==> src/rtl/fib_pkg.sv <==
// Shared types and constants for the Fibonacci term sequencer.
package fib_pkg;

  typedef logic [1:0] fib_state_t;

  localparam fib_state_t ST_IDLE = 2'd0;
  localparam fib_state_t ST_WAIT = 2'd1;
  localparam fib_state_t ST_STEP = 2'd2;
  localparam fib_state_t ST_DONE = 2'd3;

  // Overflow policy; the fourth encoding (2'b11) behaves like MODE_WRAP.
  localparam logic [1:0] MODE_WRAP = 2'b00;
  localparam logic [1:0] MODE_SAT  = 2'b01;
  localparam logic [1:0] MODE_HALT = 2'b10;

  function automatic logic is_busy(input fib_state_t s);
    return (s == ST_WAIT) || (s == ST_STEP);
  endfunction

endpackage

==> src/rtl/tick_divider.sv <==
// Free-running prescaler: tick is high while the count sits at TICK_DIV-1.
module tick_divider #(
  parameter int TICK_DIV = 30000000
) (
  input  logic Clock,
  input  logic Reset,
  input  logic clr,
  output logic tick
);

  localparam int CW = (TICK_DIV > 1) ? $clog2(TICK_DIV) : 1;
  localparam logic [CW-1:0] LAST = CW'(TICK_DIV - 1);

  logic [CW-1:0] cnt_q, cnt_d;

  assign tick = (cnt_q == LAST);

  always_comb begin
    cnt_d = cnt_q + 1'b1;
    if (clr || tick) cnt_d = '0;
  end

  always_ff @(posedge Clock) begin
    if (Reset) cnt_q <= '0;
    else       cnt_q <= cnt_d;
  end

endmodule

==> src/rtl/fib_sequencer.sv <==
// Fibonacci term generator: fills a term buffer from two seeds, one term per
// prescaler tick, with a selectable overflow policy and a registered read port.
module fib_sequencer
  import fib_pkg::*;
#(
  parameter int WIDTH    = 16,
  parameter int DEPTH    = 16,
  parameter int TICK_DIV = 30000000,
  localparam int IW      = $clog2(DEPTH)
) (
  input  logic             Clock,
  input  logic             Reset,
  input  logic             load_a,
  input  logic             load_b,
  input  logic [WIDTH-1:0] seed,
  input  logic             start,
  input  logic [1:0]       mode,
  input  logic [IW-1:0]    rd_idx,
  output logic [WIDTH-1:0] rd_data,
  output logic [WIDTH-1:0] term,
  output logic [IW-1:0]    term_idx,
  output logic             busy,
  output logic             done,
  output logic             ovf,
  output logic [1:0]       state_dbg
);

  localparam logic [IW-1:0] LAST_IDX = IW'(DEPTH - 1);

  logic [WIDTH-1:0] mem [DEPTH];

  fib_state_t       state_q, state_d;
  logic [IW-1:0]    idx_q, idx_d;
  logic [WIDTH-1:0] prev_q, prev_d;
  logic [WIDTH-1:0] cur_q, cur_d;
  logic [WIDTH-1:0] term_q, term_d;
  logic [IW-1:0]    term_idx_q, term_idx_d;
  logic             ovf_q, ovf_d;
  logic [1:0]       mode_q, mode_d;
  logic [WIDTH-1:0] rd_data_q;

  logic             tick;
  logic             clr;
  logic             step_we;
  logic [WIDTH:0]   sum;
  logic [WIDTH-1:0] step_wdata;

  tick_divider #(.TICK_DIV(TICK_DIV)) u_tick (
    .Clock (Clock),
    .Reset (Reset),
    .clr   (clr),
    .tick  (tick)
  );

  always_comb begin
    state_d    = state_q;
    idx_d      = idx_q;
    prev_d     = prev_q;
    cur_d      = cur_q;
    term_d     = term_q;
    term_idx_d = term_idx_q;
    ovf_d      = ovf_q;
    mode_d     = mode_q;
    clr        = 1'b0;
    step_we    = 1'b0;
    sum        = {1'b0, cur_q} + {1'b0, prev_q};
    step_wdata = sum[WIDTH-1:0];
    if (sum[WIDTH] && (mode_q == MODE_SAT)) step_wdata = '1;

    // Seed loads override everything, including a start in the same cycle.
    if (load_a || load_b) begin
      state_d    = ST_IDLE;
      term_d     = seed;
      term_idx_d = load_b ? IW'(1) : IW'(0);
    end else begin
      case (state_q)
        ST_IDLE, ST_DONE: begin
          if (start) begin
            state_d = ST_WAIT;
            clr     = 1'b1;
            idx_d   = IW'(2);
            prev_d  = mem[0];
            cur_d   = mem[1];
            ovf_d   = 1'b0;
            mode_d  = mode;
          end
        end
        ST_WAIT: begin
          if (tick) state_d = ST_STEP;
        end
        ST_STEP: begin
          if (sum[WIDTH] && (mode_q == MODE_HALT)) begin
            ovf_d   = 1'b1;
            state_d = ST_DONE;
          end else begin
            step_we    = 1'b1;
            term_d     = step_wdata;
            term_idx_d = idx_q;
            prev_d     = cur_q;
            cur_d      = step_wdata;
            idx_d      = idx_q + 1'b1;
            ovf_d      = ovf_q | sum[WIDTH];
            state_d    = (idx_q == LAST_IDX) ? ST_DONE : ST_WAIT;
          end
        end
        default: state_d = ST_IDLE;
      endcase
    end
  end

  always_ff @(posedge Clock) begin
    if (Reset) begin
      state_q    <= ST_IDLE;
      idx_q      <= '0;
      prev_q     <= '0;
      cur_q      <= '0;
      term_q     <= '0;
      term_idx_q <= '0;
      ovf_q      <= 1'b0;
      mode_q     <= '0;
      rd_data_q  <= '0;
    end else begin
      state_q    <= state_d;
      idx_q      <= idx_d;
      prev_q     <= prev_d;
      cur_q      <= cur_d;
      term_q     <= term_d;
      term_idx_q <= term_idx_d;
      ovf_q      <= ovf_d;
      mode_q     <= mode_d;
      rd_data_q  <= mem[rd_idx];
    end
  end

  // Buffer is never reset so a reset mid-run keeps the terms already produced.
  always_ff @(posedge Clock) begin
    if (load_a) mem[0] <= seed;
    if (load_b) mem[1] <= seed;
    if (step_we && !Reset) mem[idx_q] <= step_wdata;
  end

  assign rd_data   = rd_data_q;
  assign term      = term_q;
  assign term_idx  = term_idx_q;
  assign busy      = is_busy(state_q);
  assign done      = (state_q == ST_DONE);
  assign ovf       = ovf_q;
  assign state_dbg = state_q;

endmodule

==> config.mk <==
export PLATFORM = sky130hd
export DESIGN_NAME = fib_sequencer
export DESIGN_NICKNAME = d
export VERILOG_FILES = /design/src/rtl/fib_pkg.sv /design/src/rtl/tick_divider.sv /design/src/rtl/fib_sequencer.sv
export SDC_FILE = /design/constraint.sdc
export NUM_CORES = 1
export LEC_CHECK = 0
export ABC_AREA = 1
export CORE_MARGIN = 3
export CORE_UTILIZATION = 60
export DETAILED_ROUTE_END_ITERATION = 10
export PLACE_DENSITY = 0.75
export SYNTH_ARGS = -nofsm -noshare
export SYNTH_HDL_FRONTEND = slang
export SYNTH_SLANG_ARGS = --single-unit
==> constraint.sdc <==
create_clock -name Clock -period 7.6 [get_ports Clock]
set_input_delay 2.28 -clock Clock [delete_from_list [all_inputs] [get_ports Clock]]
set_output_delay 2.28 -clock Clock [all_outputs]
set_load 0.01 [all_outputs]
==> impl_results.md, run 1 <==
* Asr flop ratio synth at 0%
* Routed Antenna Nets at 0
* Final Cycle Share at 66.10%
* Post-synth net total at 1678
* Post_cts resized at 0
* Synth top area share at 48.18%
* Final Max Slew Viols at 0
* Synth Warn # at 0
* Post-route DRC at 0
* Cells after synthesis at 1625
* Gr usage total at 28.65%
* Die area at 28590 um2
* Inserted Clock Buffers at 38
* Cts hold-fix bufs at 0
* TritonRoute pass-1 iters at 5
* CTS Sinks at 358
* CTS Buffer Depth at 3
* CTS root buf: clkbuf_16
* Critical Path AT at 5.46 ns
* Final core occ at 69.30%
* Standard-cell rows at 59
* Synth area leader: edfxtp_1
* Via/cell ratio at 5.981
* ANT cells at 0
* VDD IR max at 0.0002642 V
* P_leak at 6.805 nW
* Post-Route WL at 41120 um
* Clk_lat worst skew at 0.52 ns
* Vias in the first global route at 11480
* Hold Fails Final Rpt at 0
* I/O pin total at 68
* Tmin final at 5.023 ns
* GR Overflow Total at 0
* Ratio of cells with drive above 1 in the final layout at 7.298%
* Post-synth EDFFs at 256
* DRC marker count from the first detailed-route iteration at 1545
* Synthesized area at 15960 um2
* Relative slew slack at 21.28%
* WHS at 0.4429 ns
* Final TNS setup at 0 ns
* Final Non-Filler Cells at 2034
* Routed WL per cell at 20.22 um
* Final Power at 4.624 mW
* Yosys cell types at 50
* Synth cell count leaders: 259 x nor2_1, 256 x edfxtp_1, 245 x nand2_1
* RD Place Congestion at 0.9024
* H-tree levels at 2
* Hold Crit Class: register to register
* Max-Cap Viols at 0
* Layout Nets at 1725
* Largest net degree at the start of global routing at 91
* First-pass GRT wire length at 64230 um
* Dpl cells at 1967
* Reg clk slew, reported paths at 0.06 ns
* Area Overhead vs Synth at 13.50%
* Avg Cell Area, Syn at 9.819 um2
* Die W at 169.1 um
* Startpoint Class: input pin
* Status: finished clean
* Main synth FF type: edfxtp_1
* CP required at 8.04 ns
* Postcts setup bufs at 0
* Hpwl dp at 25010 um
* Multi-input gate area at 5306 um2
* Worst Tran Pin Value at 1.179 ns
* Total number of vias at 12170
* Final setup vio count at 0
* Largest cells by area after synthesis: edfxtp_1 48%, dfxtp_1 13%, nor2_1 6.1%
* Seq cells post-synth at 358
* Worst-path fanout max at 38
* Fillers at 1949
* Count leader, synth: nor2_1
* PwrDens at 255.3 nW/um2
* Initial Util at 61.06%
* Port Buffer Count at 67
* Unrepaired setup endpoints after global routing: no
* WS Path Type: input pin to register
* Post-synthesis sequential area ratio at 60.97%
* Die H at 169.1 um
* Antenna violations before repair at 0
* Clock skew at 0.01718 ns
* CP endpoint kind: register
* Sequential Area at 9729 um2
* F_max at 199.1 MHz
* CTS tree: done
* CORE AREA at 26130 um2
==> metal layers <==
metal,part of all wire [%],wire (um),GRT usage (%),vias to the layer above
met1,40,16560,39.72,5823
met2,49,20120,47.39,554
met3,8.5,3505,4.764,73
met4,2.3,933,8.001,0
li1,-,-,-,5716
met5,0,0,0,-
==> worst max-delay path: stages <==
cell,delay (ns)
clkdlybuf4s50_1,0.40
buf_4,0.28
inv_1,0.91
nand3_1,0.84
inv_1,0.42
o21ai_0,0.16
a21oi_1,0.16
==> through the flow <==
step                      setup WS [ns]  area (um2)
after floorplan                   3.453       15960
after global placement            2.164       16790
after detailed placement          2.138       16790
after CTS                         2.618       18110
after global routing              2.268       18110
final                             2.577       18110
==> cells in the final DEF, fill, tap and decap left out, drive strengths merged, types with 27 or more instances in the layout <==
master,count
clkdlybuf4s50,64
dfxtp,102
nand3,47
inv,126
o21ai,238
nor2,265
a21oi,90
clkbuf,48
o221ai,39
edfxtp,256
buf,27
nand2,257
==> worst paths after layout <==
check | from | endpoint | slack (ns) | cells past startpoint
max | Reset | u_tick.cnt_q[12]$_SDFF_PP0_ | 2.58 | 7
min | u_tick.cnt_q[0]$_SDFF_PP0_ | u_tick.cnt_q[0]$_SDFF_PP0_ | 0.44 | 1
min reg2reg | u_tick.cnt_q[0]$_SDFF_PP0_ | u_tick.cnt_q[0]$_SDFF_PP0_ | 0.44 | 1
max reg2reg | cur_q[0]$_SDFFE_PP0P_ | mem[1][8]$_DFFE_PP_ | 4.05 | 13
==> power breakdown <==
part,internal [mW],total [mW],switching (mW)
clock,1.22,1.96,0.739
combinational,0.123,0.445,0.321
sequential,2.19,2.22,0.0249
==> flip-flops by register name (all words and copies together), names as in the netlist <==
name	cells
mode_q	2
rd_data	16
state_dbg	2
term_idx	4
cur_q	16
prev_q	16
mem	256
idx_q	4
term	16
u_tick.cnt_q	25
ovf	1
==> logic make-up after synthesis <==
group | after synthesis | share of synthesized area, %
flops | 358 | 60.97
compound gates | 407 | 14.33
buf+inv | 213 | 5.787
simple gates | 612 | 16.33
fa+ha+maj | 26 | 2.086
xor+xnor | 9 | 0.4940
==> final cells by class <==
| cell class | count | area share, % |
|---|---|---|
| repair buffers | 91 | 4.629 |
| multi-input cells | 1054 | 29.30 |
| clock inverters | 19 | 1.693 |
| inverters | 129 | 2.722 |
| well taps | 335 | 2.314 |
| clock buffers | 48 | 5.624 |
| flip-flops and latches | 358 | 53.72 |
Note: power is estimated with default switching activity, not from simulation.
==> run 2, diff against run 1 <==
- clock period: 7.6 -> 4.96 ns (I/O delays scaled with it)
==> impl_results.md, run 2 (synthesized netlist as in run 1, its figures left out) <==
* Commonest non-fill, non-tap cell in the layout: nor2_1
* CTS Buffer Depth at 3 (unchanged)
* VDD IR max at 0.0002904 V (+9.9%)
* Startpoint Class: register
* Final Cycle Share at 70.87%
* CORE AREA at 26130 um2 (unchanged)
* Final setup vio count at 0 (unchanged)
* Post_cts resized at 0 (unchanged)
* Unrepaired setup endpoints after global routing: no
* GR Overflow Total at 0 (unchanged)
* CTS tree: done
* Area Overhead vs Synth at 13.38%
* PwrDens at 383.9 nW/um2 (+50%)
* Post-Route WL at 43300 um (+5.3%)
* Max-Cap Viols at 0 (unchanged)
* Postcts setup bufs at 0 (unchanged)
* Routed Antenna Nets at 0 (unchanged)
* Clk_lat worst skew at 0.53 ns (about the same)
* Die W at 169.1 um (unchanged)
* Tmin final at 3.515 ns
* Relative slew slack at 13.04% (-8.2 points)
* Routed WL per cell at 21.17 um (+4.7%)
* Clock skew at 0.01707 ns (-0.0001094 ns)
* Hold Fails Final Rpt at 0 (unchanged)
* CTS Sinks at 358 (unchanged)
* Post-route DRC at 0 (unchanged)
* Critical Path AT at 3.79 ns (-1.67 ns)
* Status: finished clean
* WHS at 0.4503 ns (+0.007384 ns)
* CTS root buf: clkbuf_16
* Die area at 28590 um2 (unchanged)
* RD Place Congestion at 0.9205 (+2.0%)
* Total number of vias at 12360 (+1.6%)
* WS Path Type: register to register
* P_leak at 6.821 nW (+0.23%)
* Initial Util at 61.06% (unchanged)
* Port Buffer Count at 67 (unchanged)
* Worst-path fanout max at 18 (-53%)
* Ratio of cells with drive above 1 in the final layout at 7.836% (+0.54 points)
* Hpwl dp at 28120 um (+12%)
* First-pass GRT wire length at 66300 um (+3.2%)
* Via/cell ratio at 6.044 (+1.1%)
* Layout Nets at 1733 (+0.46%)
* Most frequent cells in the layout: 259 x nor2_1, 256 x edfxtp_1, 245 x nand2_1, 192 x o21ai_0, 122 x inv_1
* Worst Tran Pin Value at 1.301 ns (+0.1213 ns)
* Inserted Clock Buffers at 38 (unchanged)
* Largest net degree at the start of global routing at 81 (-11%)
* TritonRoute pass-1 iters at 8 (+3)
* Reg with most FFs: mem
* Die H at 169.1 um (unchanged)
* Largest registers: mem (256), u_tick.cnt_q (25)
* Max FFs per register at 256 (unchanged)
* DRC marker count from the first detailed-route iteration at 1549 (+0.26%)
* Antenna violations before repair at 0 (unchanged)
* I/O pin total at 68 (unchanged)
* Cts hold-fix bufs at 0 (unchanged)
* ANT cells at 0 (unchanged)
* Final TNS setup at 0 ns (unchanged)
* Reg clk slew, reported paths at 0.06 ns (about the same)
* CP endpoint kind: register
* H-tree levels at 2 (unchanged)
* Gr usage total at 30.23% (+1.6 points)
* CP required at 5.23 ns (-2.81 ns)
* Vias in the first global route at 11600 (+1.0%)
* Hold Crit Class: register to register
* Standard-cell rows at 59 (unchanged)
* F_max at 284.5 MHz
* Final Max Slew Viols at 0 (unchanged)
[run 2: cell types whose count changed in the layout (fill, tap and decap cells not counted), sizes merged]
cell      change
buf           +8
clkbuf        +7
bufinv        -6
inv           +4
clkinvlp      -2
[run 2: metrics by stage]
stage	worst slack (ns)	util, %	cell area [um2]	cells	total power [mW]
after global routing	1.339	69.23	18090	2045	7.138
after global placement	1.133	64.48	16850	1975	4.176
final	1.445	69.23	18090	2045	6.944
after floorplan	1.605	-	15960	1625	3.860
after detailed placement	1.101	64.48	16850	1975	4.188
after CTS	1.510	69.23	18090	2045	6.937
[run 2: routing by layer]
| metal | global-route usage [%] | vias up | share of wire (%) |
|---|---|---|---|
| met3 | 3.947 | 112 | 9.5 |
| met4 | 11.02 | 0 | 3.9 |
| met5 | 0 | - | 0 |
| met2 | 47.74 | 654 | 46 |
| met1 | 43.50 | 5847 | 41 |
| li1 | - | 5748 | - |
[run 2: path summary, 6_finish.rpt]
| kind | start | to | slack, ns | depth (start not counted) |
|---|---|---|---|---|
| max | prev_q[0]$_SDFFE_PP0P_ | mem[0][6]$_DFFE_PP_ | 1.44 | 12 |
| min reg2reg | u_tick.cnt_q[0]$_SDFF_PP0_ | u_tick.cnt_q[0]$_SDFF_PP0_ | 0.45 | 1 |
| min | u_tick.cnt_q[0]$_SDFF_PP0_ | u_tick.cnt_q[0]$_SDFF_PP0_ | 0.45 | 1 |
| max reg2reg | prev_q[0]$_SDFFE_PP0P_ | mem[0][6]$_DFFE_PP_ | 1.44 | 12 |
[run 2: worst max-delay path: stages (launching register included)]
cell and delay, ns:
dfxtp_1 0.32, ha_1 0.27, fa_1 0.45, nand2_1 0.11, nand2_1 0.08, nand3_1 0.11, nand2_2 0.09, nand2_2 0.09
nand2_4 0.10, nand2_4 0.24, nand3_1 0.98, nand2_1 0.30, o21ai_1 0.09
[run 2: cell type report]
cell class / count / area, um2
Clock buffer: 55 / 1095
Clock inverter: 15 / 146.4
Fill cell: 1991 / 8041
Inverter: 129 / 493.0
Multi-Input combinational cell: 1054 / 5310
Sequential cell: 358 / 9729
Tap cell: 335 / 419.2
Timing Repair Buffer: 99 / 898.4
[run 2: where the power goes]
group	internal, mW	switching [mW]	leakage, nW
logic	0.193	0.549	3.02
clock network	1.65	1.14	0.611
registers	3.37	0.0467	3.19
==> RTL change (config.mk and constraints of run 2) <==
The output `rd_data` loses its register stage (`rd_data_q` becomes a continuous assignment).
--- a/src/rtl/fib_sequencer.sv
+++ b/src/rtl/fib_sequencer.sv
@@ -118,7 +118,6 @@
       term_idx_q <= '0;
       ovf_q      <= 1'b0;
       mode_q     <= '0;
-      rd_data_q  <= '0;
     end else begin
       state_q    <= state_d;
       idx_q      <= idx_d;
@@ -128,9 +127,10 @@
       term_idx_q <= term_idx_d;
       ovf_q      <= ovf_d;
       mode_q     <= mode_d;
-      rd_data_q  <= mem[rd_idx];
     end
   end
+
+  assign rd_data_q = mem[rd_idx];
 
   // Buffer is never reset so a reset mid-run keeps the terms already produced.
   always_ff @(posedge Clock) begin
Check against the original RTL: not equivalent (a bounded check fails within 4 cycles, from zero or initial values and one cycle with Reset high).
==> RTL change against run 2 <==
Register-to-register slack improved by 150 ps; critical path depth decreased by 5; total power fell by 3.0%; synthesized area down 2.1%; sequential cell count fell by 16; cell area decreased by 1.3%; worst setup slack got worse by 1300 ps; first-iteration DRC count up 0.97%; wire length down 8.2%; largest cell class unchanged.
==> RTL change: results (changes against run 2) <==
Critical R2R Launch - cur_q[0]$_SDFFE_PP0P_
routed vias/inst - 5.99 (-0.92%)
clk_skew - 17.4 ps (+0.303 ps)
Seq pwr share - 48.4% (-0.7 points)
Lkg Pwr - 6.76 nW (-0.82%)
Seq/Total Area, Yosys - 60.2% (-0.74 points)
Routed WL per cell - 19.6 um (-7.3%)
share of cells above drive strength 1 - 7.85% (+0.015 points)
cell count after synthesis - 1,606 (-1.2%)
first-pass GRT wire length - 63.0 mm (-5.0%)
GR Util All Layers - 28.1% (-2.1 points)
Synth cell types - 47 (-6.0%)
GR Layer Usage met3 - 4.63% (+0.68 points)
Placement Cell Area - 16,600 sq um (-1.3%)
Synth top cells by count - nor2_1 (274), nand2_1 (264), edfxtp_1 (256), o21ai_0 (187), inv_1 (110)
Critical Path AT - 3300 ps (-490 ps)
Crit Path Max Fanout - 24 (+6)
Final GP Congestion - 0.934 (+1.4%)
Worst Setup SP - rd_idx[2]
registers with the most flip-flops - mem x256, u_tick.cnt_q x25
met2 GRT Util - 46.0% (-1.8 points)
dominant cells by area after synthesis - edfxtp_1 (49%), dfxtp_1 (11%), nor2_1 (6.6%)
placed cells - 1,955 (-1.0%)
Slew HR - 26.8% (+14 points)
Worst VDD drop - 0.385 mV (+33%)
status - finished clean
largest net degree at the start of global routing - 72 (-11%)
Post-DP HPWL - 24.9 mm (-12%)
Clk network pwr share - 41.6% (+1.4 points)
fillers - 1,913 (-3.9%)
-- RTL change: critical path, stage by stage --
cell and delay (ps):
clkdlybuf4s50_1 470, inv_1 80, buf_4 330, o221ai_1 200
o211ai_1 120, nand2_1 110, clkdlybuf4s50_1 490
-- RTL change: per-stage QoR --
step	total power (W)	setup slack, ps	hold WS, ps	utilization, %
finish	0.00674	171	454	70.3
global route	0.00696	60.2	479	70.3
CTS	0.00675	180	454	70.3
detailed placement	0.00398	202	444	65.5
global placement	0.00397	223	429	65.5
floorplan	0.00372	830	418	-
-- RTL change: path summary, 6_finish.rpt --
check / end / slack, ps / cells after the start
setup / recovery: rd_data[12] / 170 / 7
hold / removal: u_tick.cnt_q[0]$_SDFF_PP0_ / 450 / 1
setup reg to reg: cur_q[12]$_SDFFE_PP0P_ / 1590 / 13
hold reg to reg: u_tick.cnt_q[0]$_SDFF_PP0_ / 450 / 1
-- RTL change: final cells by class --
type                    count  area, sq um  share of cell area [%]
well taps                 330          413                    2.31
repair buffers            104         1020                    5.69
inverters                 114          433                    2.42
clock inverters            15          194                    1.09
multi-input cells        1065         5360                    30.0
clock buffers              54         1040                    5.83
flip-flops and latches    342         9410                    52.7
-- RTL change: routing by layer --
| layer | share of wire (%) | wire, um |
|---|---|---|
| met1 | 41 | 16200 |
| met2 | 48 | 19000 |
| met3 | 8.6 | 3400 |
| met4 | 2.8 | 1100 |
| met5 | 0 | 0 |
-- RTL change: kinds of logic (layout without fill, tap and decap cells) --
logic type	Yosys count	in the layout	synth area share, %
xor+xnor	12	12	0.673
fa+ha+maj	26	26	2.13
flops	342	342	60.2
compound gates	363	363	13.3
buf+inv	199	287	5.46
simple gates	664	664	18.2
